<file path="src/rtl/tone_sequencer_if.sv">
// ---------------------------------------------------------------------------
// tone_sequencer_if
// Groups the control inputs and tone outputs of tone_sequencer.
//   sw_code     : manual note code (4 bits)
//   play / stop : playback start / abort requests, level-sampled
//   loop_en     : repeat the scale forever when set
//   busy        : sequence running (NOTE or GAP)
//   note_idx    : current scale index, 0=DO1 .. 7=DO2
//   half_period : current toggle interval in cycles, 0 = silent
//   tone_out    : square-wave drive bit
//   done        : single-cycle pulse at the end of a non-looping sequence
// master = controller side (drives requests), slave = the sequencer itself.
// ---------------------------------------------------------------------------
interface tone_sequencer_if;
    logic [3:0]  sw_code;
    logic        play;
    logic        stop;
    logic        loop_en;
    logic        busy;
    logic [2:0]  note_idx;
    logic [31:0] half_period;
    logic        tone_out;
    logic        done;

    modport master (
        output sw_code, play, stop, loop_en,
        input  busy, note_idx, half_period, tone_out, done
    );

    modport slave (
        input  sw_code, play, stop, loop_en,
        output busy, note_idx, half_period, tone_out, done
    );
endinterface

</file>
<file path="src/rtl/tone_sequencer.sv">
// ---------------------------------------------------------------------------
// tone_sequencer
// Note sequencer and square-wave tone generator for the DE1-SoC player.
// In IDLE the switch code selects a tone directly; a play request steps
// through the DO1..DO2 scale, each note sounding NOTE_TICKS cycles followed
// by GAP_TICKS silent cycles.
// Ports:
//   clk_in  : system clock
//   reset_n : synchronous active-low reset
//   bus     : tone_sequencer_if.slave (requests in, tone/status out)
// ---------------------------------------------------------------------------
module tone_sequencer #(
    parameter int unsigned CLK_HZ     = 50_000_000,
    parameter int unsigned NOTE_TICKS = 25_000_000,
    parameter int unsigned GAP_TICKS  = 2_500_000
) (
    input  logic             clk_in,
    input  logic             reset_n,
    tone_sequencer_if.slave  bus
);

    typedef enum logic [1:0] {IDLE, NOTE, GAP} state_t;

    localparam int unsigned FREQ_HZ [8] = '{523, 587, 659, 698, 783, 880, 987, 1046};
    localparam logic [31:0] NOTE_LAST  = 32'(NOTE_TICKS - 1);
    localparam logic [31:0] GAP_LAST   = 32'(GAP_TICKS - 1);

    // Half-period divider per scale index, derived from the clock rate.
    logic [31:0] scale_tbl [8];

    generate
        for (genvar gi = 0; gi < 8; gi++) begin : g_scale
            assign scale_tbl[gi] = 32'((CLK_HZ / FREQ_HZ[gi]) / 2);
        end
    endgenerate

    state_t      state_reg, state_next;
    logic [31:0] tick_reg, tick_next;
    logic [2:0]  idx_reg, idx_next;
    logic [31:0] hp_reg, hp_next;
    logic        done_reg, done_next;
    logic [31:0] tone_cnt_reg;
    logic        tone_reg;

    logic [31:0] sw_hp;
    logic [2:0]  idx_inc;
    logic [31:0] tick_inc;

    assign idx_inc  = idx_reg + 3'd1;
    // Saturate rather than wrap so a stuck state can never alias a terminal count.
    assign tick_inc = (tick_reg == 32'hFFFF_FFFF) ? tick_reg : tick_reg + 32'd1;

    // Manual switch decode; codes outside the table are silence.
    always_comb begin
        sw_hp = '0;
        case (bus.sw_code)
            4'b0001: sw_hp = scale_tbl[0];
            4'b0011: sw_hp = scale_tbl[1];
            4'b0101: sw_hp = scale_tbl[2];
            4'b1001: sw_hp = scale_tbl[3];
            4'b0111: sw_hp = scale_tbl[4];
            4'b1011: sw_hp = scale_tbl[5];
            4'b1101: sw_hp = scale_tbl[6];
            4'b1111: sw_hp = scale_tbl[7];
            default: sw_hp = '0;
        endcase
    end

    always_comb begin
        state_next = state_reg;
        tick_next  = tick_reg;
        idx_next   = idx_reg;
        hp_next    = hp_reg;
        done_next  = 1'b0;

        case (state_reg)
            IDLE: begin
                hp_next   = sw_hp;
                idx_next  = 3'd0;
                tick_next = '0;
                if (bus.play && !bus.stop) begin
                    state_next = NOTE;
                    hp_next    = scale_tbl[0];
                end
            end

            NOTE: begin
                if (bus.stop) begin
                    state_next = IDLE;
                    idx_next   = 3'd0;
                    hp_next    = '0;
                    tick_next  = '0;
                end else if (tick_reg == NOTE_LAST) begin
                    state_next = GAP;
                    hp_next    = '0;
                    tick_next  = '0;
                end else begin
                    tick_next = tick_inc;
                end
            end

            GAP: begin
                // stop wins over the end-of-gap transition, including the final one.
                if (bus.stop) begin
                    state_next = IDLE;
                    idx_next   = 3'd0;
                    hp_next    = '0;
                    tick_next  = '0;
                end else if (tick_reg == GAP_LAST) begin
                    tick_next = '0;
                    if (idx_reg != 3'd7) begin
                        state_next = NOTE;
                        idx_next   = idx_inc;
                        hp_next    = scale_tbl[idx_inc];
                    end else if (bus.loop_en) begin
                        state_next = NOTE;
                        idx_next   = 3'd0;
                        hp_next    = scale_tbl[0];
                    end else begin
                        state_next = IDLE;
                        idx_next   = 3'd0;
                        hp_next    = '0;
                        done_next  = 1'b1;
                    end
                end else begin
                    tick_next = tick_inc;
                end
            end

            default: begin
                state_next = IDLE;
                idx_next   = 3'd0;
                hp_next    = '0;
                tick_next  = '0;
            end
        endcase
    end

    always_ff @(posedge clk_in) begin
        if (!reset_n) begin
            state_reg <= IDLE;
            tick_reg  <= '0;
            idx_reg   <= 3'd0;
            hp_reg    <= '0;
            done_reg  <= 1'b0;
        end else begin
            state_reg <= state_next;
            tick_reg  <= tick_next;
            idx_reg   <= idx_next;
            hp_reg    <= hp_next;
            done_reg  <= done_next;
        end
    end

    // Tone generator. A new divider value restarts the wave low on the same
    // edge it is loaded, so the first rising edge lands half_period cycles later.
    always_ff @(posedge clk_in) begin
        if (!reset_n) begin
            tone_cnt_reg <= '0;
            tone_reg     <= 1'b0;
        end else if (hp_next != hp_reg) begin
            tone_cnt_reg <= '0;
            tone_reg     <= 1'b0;
        end else if (hp_reg == 32'd0) begin
            tone_cnt_reg <= '0;
            tone_reg     <= 1'b0;
        end else if (tone_cnt_reg == hp_reg - 32'd1) begin
            tone_cnt_reg <= '0;
            tone_reg     <= ~tone_reg;
        end else begin
            tone_cnt_reg <= tone_cnt_reg + 32'd1;
        end
    end

    assign bus.busy        = (state_reg != IDLE);
    assign bus.note_idx    = idx_reg;
    assign bus.half_period = hp_reg;
    assign bus.tone_out    = tone_reg;
    assign bus.done        = done_reg;

endmodule
</file>
<file path="src/flat_wrapper.sv">
// flat-port wrapper written by rule: the top's interface ports become plain ports
module tone_sequencer_flat 
#(
    parameter int unsigned CLK_HZ     = 50_000_000,
    parameter int unsigned NOTE_TICKS = 25_000_000,
    parameter int unsigned GAP_TICKS  = 2_500_000
)
  (clk_in, reset_n, bus_sw_code, bus_play, bus_stop, bus_loop_en, bus_busy, bus_note_idx, bus_half_period, bus_tone_out, bus_done);
  tone_sequencer_if bus_i ();
  input  logic clk_in;
  input  logic reset_n;
  input wire logic [$bits(bus_i.sw_code)-1:0] bus_sw_code;
  input wire logic [$bits(bus_i.play)-1:0] bus_play;
  input wire logic [$bits(bus_i.stop)-1:0] bus_stop;
  input wire logic [$bits(bus_i.loop_en)-1:0] bus_loop_en;
  output wire logic [$bits(bus_i.busy)-1:0] bus_busy;
  output wire logic [$bits(bus_i.note_idx)-1:0] bus_note_idx;
  output wire logic [$bits(bus_i.half_period)-1:0] bus_half_period;
  output wire logic [$bits(bus_i.tone_out)-1:0] bus_tone_out;
  output wire logic [$bits(bus_i.done)-1:0] bus_done;
  assign bus_i.sw_code = bus_sw_code;
  assign bus_i.play = bus_play;
  assign bus_i.stop = bus_stop;
  assign bus_i.loop_en = bus_loop_en;
  assign bus_busy = bus_i.busy;
  assign bus_note_idx = bus_i.note_idx;
  assign bus_half_period = bus_i.half_period;
  assign bus_tone_out = bus_i.tone_out;
  assign bus_done = bus_i.done;
  tone_sequencer #(.CLK_HZ(CLK_HZ), .NOTE_TICKS(NOTE_TICKS), .GAP_TICKS(GAP_TICKS)) u_core (.clk_in(clk_in), .reset_n(reset_n), .bus(bus_i));
endmodule
</file>
<file path="config.mk">
export PLATFORM = sky130hd
export DESIGN_NAME = tone_sequencer_flat
export DESIGN_NICKNAME = d
export VERILOG_FILES = /design/src/rtl/tone_sequencer_if.sv /design/src/rtl/tone_sequencer.sv /design/src/flat_wrapper.sv
export SDC_FILE = /design/constraint.sdc
export NUM_CORES = 1
export LEC_CHECK = 0
export CORE_AREA = 5 5 120 122
export CTS_BUF_LIST = sky130_fd_sc_hd__clkbuf_16
export DETAILED_ROUTE_END_ITERATION = 8
export DIE_AREA = 0 0 125 127
export DONT_BUFFER_PORTS = 1
export GPL_TIMING_DRIVEN = 0
export PLACE_DENSITY = 0.69
export SETUP_SLACK_MARGIN = 0.15
export SYNTH_ARGS = -nofsm -noshare
export SYNTH_HDL_FRONTEND = slang
export SYNTH_SLANG_ARGS = --single-unit
</file>
<file path="constraint.sdc">
create_clock -name clk_in -period 3.9 [get_ports clk_in]
set_clock_uncertainty 0.05 [all_clocks]
set_input_delay 0.78 -clock clk_in [delete_from_list [all_inputs] [get_ports clk_in]]
set_output_delay 0.78 -clock clk_in [all_outputs]
set_load 0.02 [all_outputs]
</file>
==> metrics.md, run 1 <==
| Metric | Value |
|---|---|
| Status | `completed` |
| Skew-Pair Late Insertion Delay | `360 ps` |
| Tot Pwr | `2.86 mW` |
| Setup crit start kind | `flop` |
| Largest net degree at the start of global routing | `18` |
| Net switching power | `1.01 mW` |
| Initial antenna violation count | `0` |
| Sw Share | `around 35%` |
| Tmin final | `~3500 ps` |
| # diodes | `0` |
| Total power per unit cell area | `between 300 and 400 mW/mm2` |
| Place WS | `between 60 and 70 ps` |
| Post-layout util | `57.9%` |
| Die width | `125 um` |
| Vias | `~6500` |
| Root buffer cell | `clkbuf_16` |
| Critical path type | `reg2reg` |
| Area Growth Syn to Fin | `7.71%` |
| CP Data Required Time | `4120 ps` |
| Final Setup Violations | `0` |
| Post-synthesis sequential area ratio | `slightly below 30%` |
| Post-synthesis cell area | `roughly 0.007 mm2` |
| Layout Cells excl Fill | `1068` |
| Cts bufs inserted | `9` |
| Pre-antenna DRT Iters | `5` |
| Achievable Freq | `about 290 MHz` |
| Final Cycle Share | `around nine tenths` |
| Routability Congestion | `approximately 0.97` |
| Core ar. | `~0.013 mm2` |
| Synth unique cells | `slightly below 80` |
| Nature of the critical path endpoint | `flop` |
| Num rows | `42` |
| Multi-input gate area | `0.00462 mm2` |
| Worst-margin pin slew | `a little over 800 ps` |
| CTS tree | `yes` |
| PortBufs | `0` |
| Most frequent cells in the layout | `dfxtp_1, nor2_1, nand2_1` |
| Vias per cell | `6.12` |
| WL/cell | `roughly 18 um` |
| Worst setup margin | `roughly 400 ps` |
| Max H-tree Level | `3` |
| # IOs | `between 40 and 50` |
| DP Cell Count | `about 1100` |
| Max-slew violation count | `0` |
| Combinational power share | `28.1%` |
| Mapped Nets | `roughly 900` |
| DRC viols | `0` |
| Main synth FF type | `dfxtp_1` |
| Gr ovfl total | `0` |
| Post-Route WL | `a little under 20 mm` |
| WP data arrival | `around 3700 ps` |
| GRT Overall Usage | `roughly a quarter` |
| Fillers | `about 1200` |
| DR iter-0 viols | `between 400 and 500` |
| Antenna-violating nets left | `0` |
| Syn avg cell area | `about 8 um2` |
| Die Y | `127 um` |
| Clock power share | `roughly a third` |
| Total die area | `0.0159 mm2` |
| Commonest non-fill, non-tap cell in the layout | `dfxtp_1` |
| Hpwl dp | `around 15 mm` |
| Seq pwr share | `39.6%` |
| Largest fanout on the critical path | `10` |
| Register area | `roughly 0.0021 mm2` |
| Max-slew headroom | `44.3%` |
| EDFF count, synth | `0` |
| Internal power | `around 1.8 mW` |
| Worst hold path class | `reg2reg` |
| RSZ-0062 raised after global routing | `true` |
| Max-cap violations | `0` |
| Wire length of the first global-routing pass | `between 30 and 40 mm` |
| Clock Tree Buf Depth | `2` |
| Starting density of the core | `roughly 54%` |
| Mapped Cells | `slightly below 900` |
| Final hold vios | `0` |
| Yosys warns | `0` |
| Final setup TNS | `0 ps` |
| Clk slew on worst S/H paths | `about 70 ps` |
| Share of cells above drive strength 1 | `about a tenth` |
| Async SR Flop Fraction | `0%` |
| Layout Nets | `910` |
| Leakage | `about 2.5 nW` |
| Max IR drop VDD | `about 0.25 mV` |
| Vias in the first global route | `around 6400` |
| Synth Register Bits | `103` |
| CTS sink cnt | `about 100` |
## area by class of cell
cell class,count,share of cell area [%]
buffer,56,3.64
clock buffer,9,2.97
clock inverter,7,0.958
inverter,24,1.19
multi-input combinational,692,61.0
sequential,103,27.3
tap,176,2.91
timing repair buffer,1,0.0991
## timing repair
item	in CTS	in global routing
endpoints found under the setup margin	30	33
hold buffers	0	0
buffers inserted	0	1
pin swaps	0	2
resized for setup	1	8
## Yosys cell counts (5+ instances only)
| cell | count | area [um2] |
|---|---|---|
| a211oi_1 | 10 | 75.1 |
| a21oi_1 | 48 | 240 |
| a221oi_1 | 5 | 43.8 |
| a31oi_1 | 12 | 75.1 |
| and3_1 | 28 | 175 |
| and4_1 | 5 | 43.8 |
| buf_2 | 11 | 55.1 |
| buf_6 | 6 | 67.6 |
| clkbuf_1 | 38 | 143 |
| dfxtp_1 | 103 | 2060 |
| ha_1 | 14 | 175 |
| inv_1 | 24 | 90.1 |
| mux2i_1 | 7 | 70.1 |
| nand2_1 | 63 | 236 |
| nand2b_1 | 6 | 37.5 |
| nand3_1 | 44 | 220 |
| nand3b_1 | 6 | 45.0 |
| nand4_1 | 26 | 163 |
| nor2_1 | 100 | 375 |
| nor2b_1 | 15 | 93.8 |
| nor3_1 | 30 | 150 |
| nor4_1 | 15 | 93.8 |
| nor4_2 | 31 | 388 |
| o21ai_0 | 23 | 115 |
| or2_2 | 6 | 37.5 |
| or3_1 | 9 | 56.3 |
| xnor2_1 | 52 | 455 |
| xor2_1 | 54 | 473 |
## logic make-up after synthesis
group | Yosys count | synth area share [%]
and+or+nand+nor | 418 | 35.1
AOI/OAI and AO/OA | 145 | 13.5
xor gates and xnor gates | 106 | 13.2
DFF | 103 | 29.3
buffers and inverters | 80 | 5.11
adders and majority gates | 15 | 2.63
muxes | 8 | 1.16
## worst paths after layout
kind         cells past startpoint                              from                            endpoint  slack, ps
min                              2     u_core.tick_reg[1]$_SDFF_PN0_       u_core.tick_reg[1]$_SDFF_PN0_        480
max reg2reg                     11  u_core.state_reg[0]$_SDFFE_PN0P_  u_core.tone_cnt_reg[23]$_SDFF_PP0_        400
max                             11  u_core.state_reg[0]$_SDFFE_PN0P_  u_core.tone_cnt_reg[23]$_SDFF_PP0_        400
min reg2reg                      2     u_core.tick_reg[1]$_SDFF_PN0_       u_core.tick_reg[1]$_SDFF_PN0_        480
## layer usage
metal / up-vias / global-route usage, % / share of wire [%]
met2: 215 / 42.1 / 48
met4: 0 / 8.93 / 2.4
met1: 3104 / 30.8 / 44
met3: 33 / 4.97 / 5.7
met5: - / 0 / 0
li1: 3181 / - / -
## stage by stage
stage                     cell area [um2]  hold WS (ps)
after floorplan                      7030           430
after global placement               7250           446
final                                7570           480
after global routing                 7570           506
after CTS                            7550           489
after detailed placement             7250           471
## power by group through the flow
stage / logic (mW) / clock network, mW / registers (mW)
finish: 0.803 / 0.923 / 1.13
global route: 0.869 / 0.984 / 1.13
CTS: 0.781 / 0.937 / 1.13
detailed placement: 0.780 / 0 / 1.15
global placement: 0.766 / 0 / 1.15
floorplan: 0.600 / 0 / 1.14
## worst max-delay path, cell delays in order, from the launching register on
cell and delay (ps):
dfxtp_1 350, inv_1 90, ha_1 200, nor3b_1 500, nand4_1 230, nor3_2 480, a21boi_1 220, a22o_1 270
a221oi_1 320, a21oi_2 210, buf_6 210, nor4_2 280
(Power assumes the default switching activity.)
==> run 2: changes to the inputs <==
Settings changed: TNS_END_PERCENT set to 10.
==> results of run 2 <==
Same layout as run 1: the final DEF is identical, and so are final timing and power.
==> run 3: changes to the inputs <==
Settings changed: DONT_BUFFER_PORTS 1 to unset, PLACE_DENSITY 0.69 to 0.73.
==> run 3 against run 2 <==
Non-clock buffer count increased by 44. Combinational power up 9.6%. Die area is the same. Sequential power about the same. Clock-buffer cell count did not move. Critical path depth rose by 2. Sequential share of layout area is 1.6 points lower. Register-to-register slack worse by 40 ps. Routed wire length fell by 1.4%. Total power grew 4.2%. Design area grew 6.3%. Critical endpoint is now u_core.tone_cnt_reg[24]$_SDFF_PP0_. Largest power group unchanged.
==> metrics.md, run 3 (synthesized netlist as in run 1, its figures left out) <==
| Metric | Value |
|---|---|
| Root buffer cell | `clkbuf_16` |
| Max stage delay on crit path | `around 450 ps` |
| Slowest CP cell | `a2111oi_1` |
| Final hold vios | `0` |
| CTS sink cnt | `~100` |
| Final Cycle Share | `between 90% and 100%` |
| Leakage | `2.71 nW` |
| Worst hold path class | `reg2reg` |
| Routability Congestion | `slightly below 1` |
| Max-slew headroom | `44.3%` |
| Vias in the first global route | `between 6000 and 7000` |
| Starting density of the core | `a little over half` |
| Cts bufs inserted | `9` |
| Register area | `0.00206 mm2` |
| CP startpoint | `u_core.bus.note_idx[0]$_SDFFE_PN0P_` |
| CP Buf/Inv Count | `4` |
| Fillers | `roughly 1200` |
| CTS tree | `yes` |
| Place WS | `-276 ps` |
| Die width | `about 130 um` |
| Worst-margin pin slew | `approximately 830 ps` |
| Largest fanout on the critical path | `10` |
| Gr ovfl total | `0` |
| Skew-Pair Late Insertion Delay | `around 360 ps` |
| Max-slew violation count | `0` |
| Total power per unit cell area | `approximately 370 mW/mm2` |
| RSZ-0062 raised after global routing | `false` |
| Max IR drop VDD | `0.252 mV` |
| PortBufs | `43` |
| Clk slew on worst S/H paths | `roughly 70 ps` |
| Area Growth Syn to Fin | `14.5%` |
| Post-layout util | `61.5%` |
| Final Instance Area | `about 0.0080 mm2` |
| DP Area | `~0.0077 mm2` |
| # diodes | `0` |
| Status | `completed` |
| GRT Overall Usage | `between 20% and 30%` |
| Total die area | `0.0159 mm2` |
| Tmin final | `roughly 3500 ps` |
| Layout Cells excl Fill | `roughly 1100` |
| Share of cells above drive strength 1 | `10.5%` |
| Achievable Freq | `around 280 MHz` |
| Hpwl dp | `approximately 14 mm` |
| Max H-tree Level | `3` |
| Multi-input gate area | `0.00463 mm2` |
| Core ar. | `0.0131 mm2` |
| Wire length of the first global-routing pass | `roughly 31 mm` |
| Most frequent cells in the layout | `dfxtp_1, nor2_1, nand2_1` |
| Nature of the critical path endpoint | `flop` |
| Vias per cell | `about 6.0` |
| # IOs | `47` |
| Worst r2r src | `u_core.bus.note_idx[0]$_SDFFE_PN0P_` |
| Setup crit start kind | `flop` |
| Hold path startpoint | `u_core.bus.tone_out$_SDFFE_PP0N_` |
| Clock Tree Buf Depth | `2` |
| Pre-antenna DRT Iters | `5` |
| Num rows | `42` |
| DR iter-0 viols | `around 520` |
| DP Cell Count | `between 1000 and 1500` |
| WL/cell | `between 15 and 20 um` |
| Layout Nets | `954` |
| DRC viols | `0` |
| Die Y | `between 100 and 150 um` |
| Initial antenna violation count | `0` |
| Worst setup margin | `about 360 ps` |
| Critical path type | `reg2reg` |
| Post-Route WL | `approximately 19 mm` |
| Final Setup Violations | `0` |
| Max-cap violations | `0` |
| Top delay family on crit path | `compound AO/OA/AOI/OAI gates` |
| WP data arrival | `~3800 ps` |
| Largest net degree at the start of global routing | `18` |
| Vias | `between 6000 and 7000` |
| CP Data Required Time | `a little over 4000 ps` |
| Post-CTS Hold Fix Bufs | `0` |
| Critical path, cell by cell | `clkbuf_2 -> inv_1 -> ha_2 -> xor2_2 -> mux2_2 -> a211oi_1 -> a221oi_1 -> a21boi_0 -> a2111oi_1 -> nand3_1 -> buf_4 -> buf_2 -> nor4_2` |
| Commonest non-fill, non-tap cell in the layout | `dfxtp_1` |
| Antenna-violating nets left | `0` |
## run 3: cell types whose count changed in the layout (fill, tap and decap cells not counted), moves of 2 or more
cell,before,now
buf_2,9,11
nor3b_2,0,2
clkbuf_1,37,35
clkdlybuf4s50_1,0,42
## run 3: cell type report
cell class              instances  area share [%]
plain buffers                  56            3.37
clock buffers                   9            2.80
clock inverters                 6            1.17
inverters                      24            1.12
multi-input cells             692            57.6
flip-flops and latches        103            25.6
well taps                     176            2.74
repair buffers                 45            5.57
## run 3: path summary, 6_finish.rpt
| path | endpoint | slack [ps] | cells past startpoint |
|---|---|---|---|
| hold / removal | u_core.bus.tone_out$_SDFFE_PP0N_ | 470 | 2 |
| hold reg to reg | u_core.bus.tone_out$_SDFFE_PP0N_ | 470 | 2 |
| setup / recovery | u_core.tone_cnt_reg[24]$_SDFF_PP0_ | 360 | 13 |
| setup reg to reg | u_core.tone_cnt_reg[24]$_SDFF_PP0_ | 360 | 13 |
## run 3: power breakdown
group	switching, mW	total [mW]	leakage, nW	internal, mW
clock network	0.431	0.996	0.153	0.565
registers	0.0255	1.10	0.833	1.08
logic	0.570	0.880	1.72	0.311
total	1.03	2.98	2.71	1.95
## run 3: tightest hold or removal path, cell delays in order, from the launching register on
cell,delay (ps)
dfxtp_1,330
o21ai_0,80
a211oi_1,60
## run 3: metrics by stage
step                      hold WS, ps  setup TNS (ps)  total power [mW]
after floorplan                   430               0              1.74
after global placement            447           -6210              1.97
after detailed placement          461           -7200              1.98
after CTS                         471               0              2.96
after global routing              503               0              3.09
final                             470               0              2.98
## run 3: what timing repair did
action / in CTS / in global routing
gates resized for setup: 3 / 9
setup buffers: 1 / 1
pin swaps: 1 / 1
endpoints found under the setup margin: 29 / 32
## run 3: per-layer routing
layer	vias to the layer above	share of wire [%]	track usage (%)
met3	49	5.4	4.26
li1	3259	-	-
met5	-	0	0
met4	0	2.9	9.12
met1	3154	45	31.4
met2	242	47	39.0
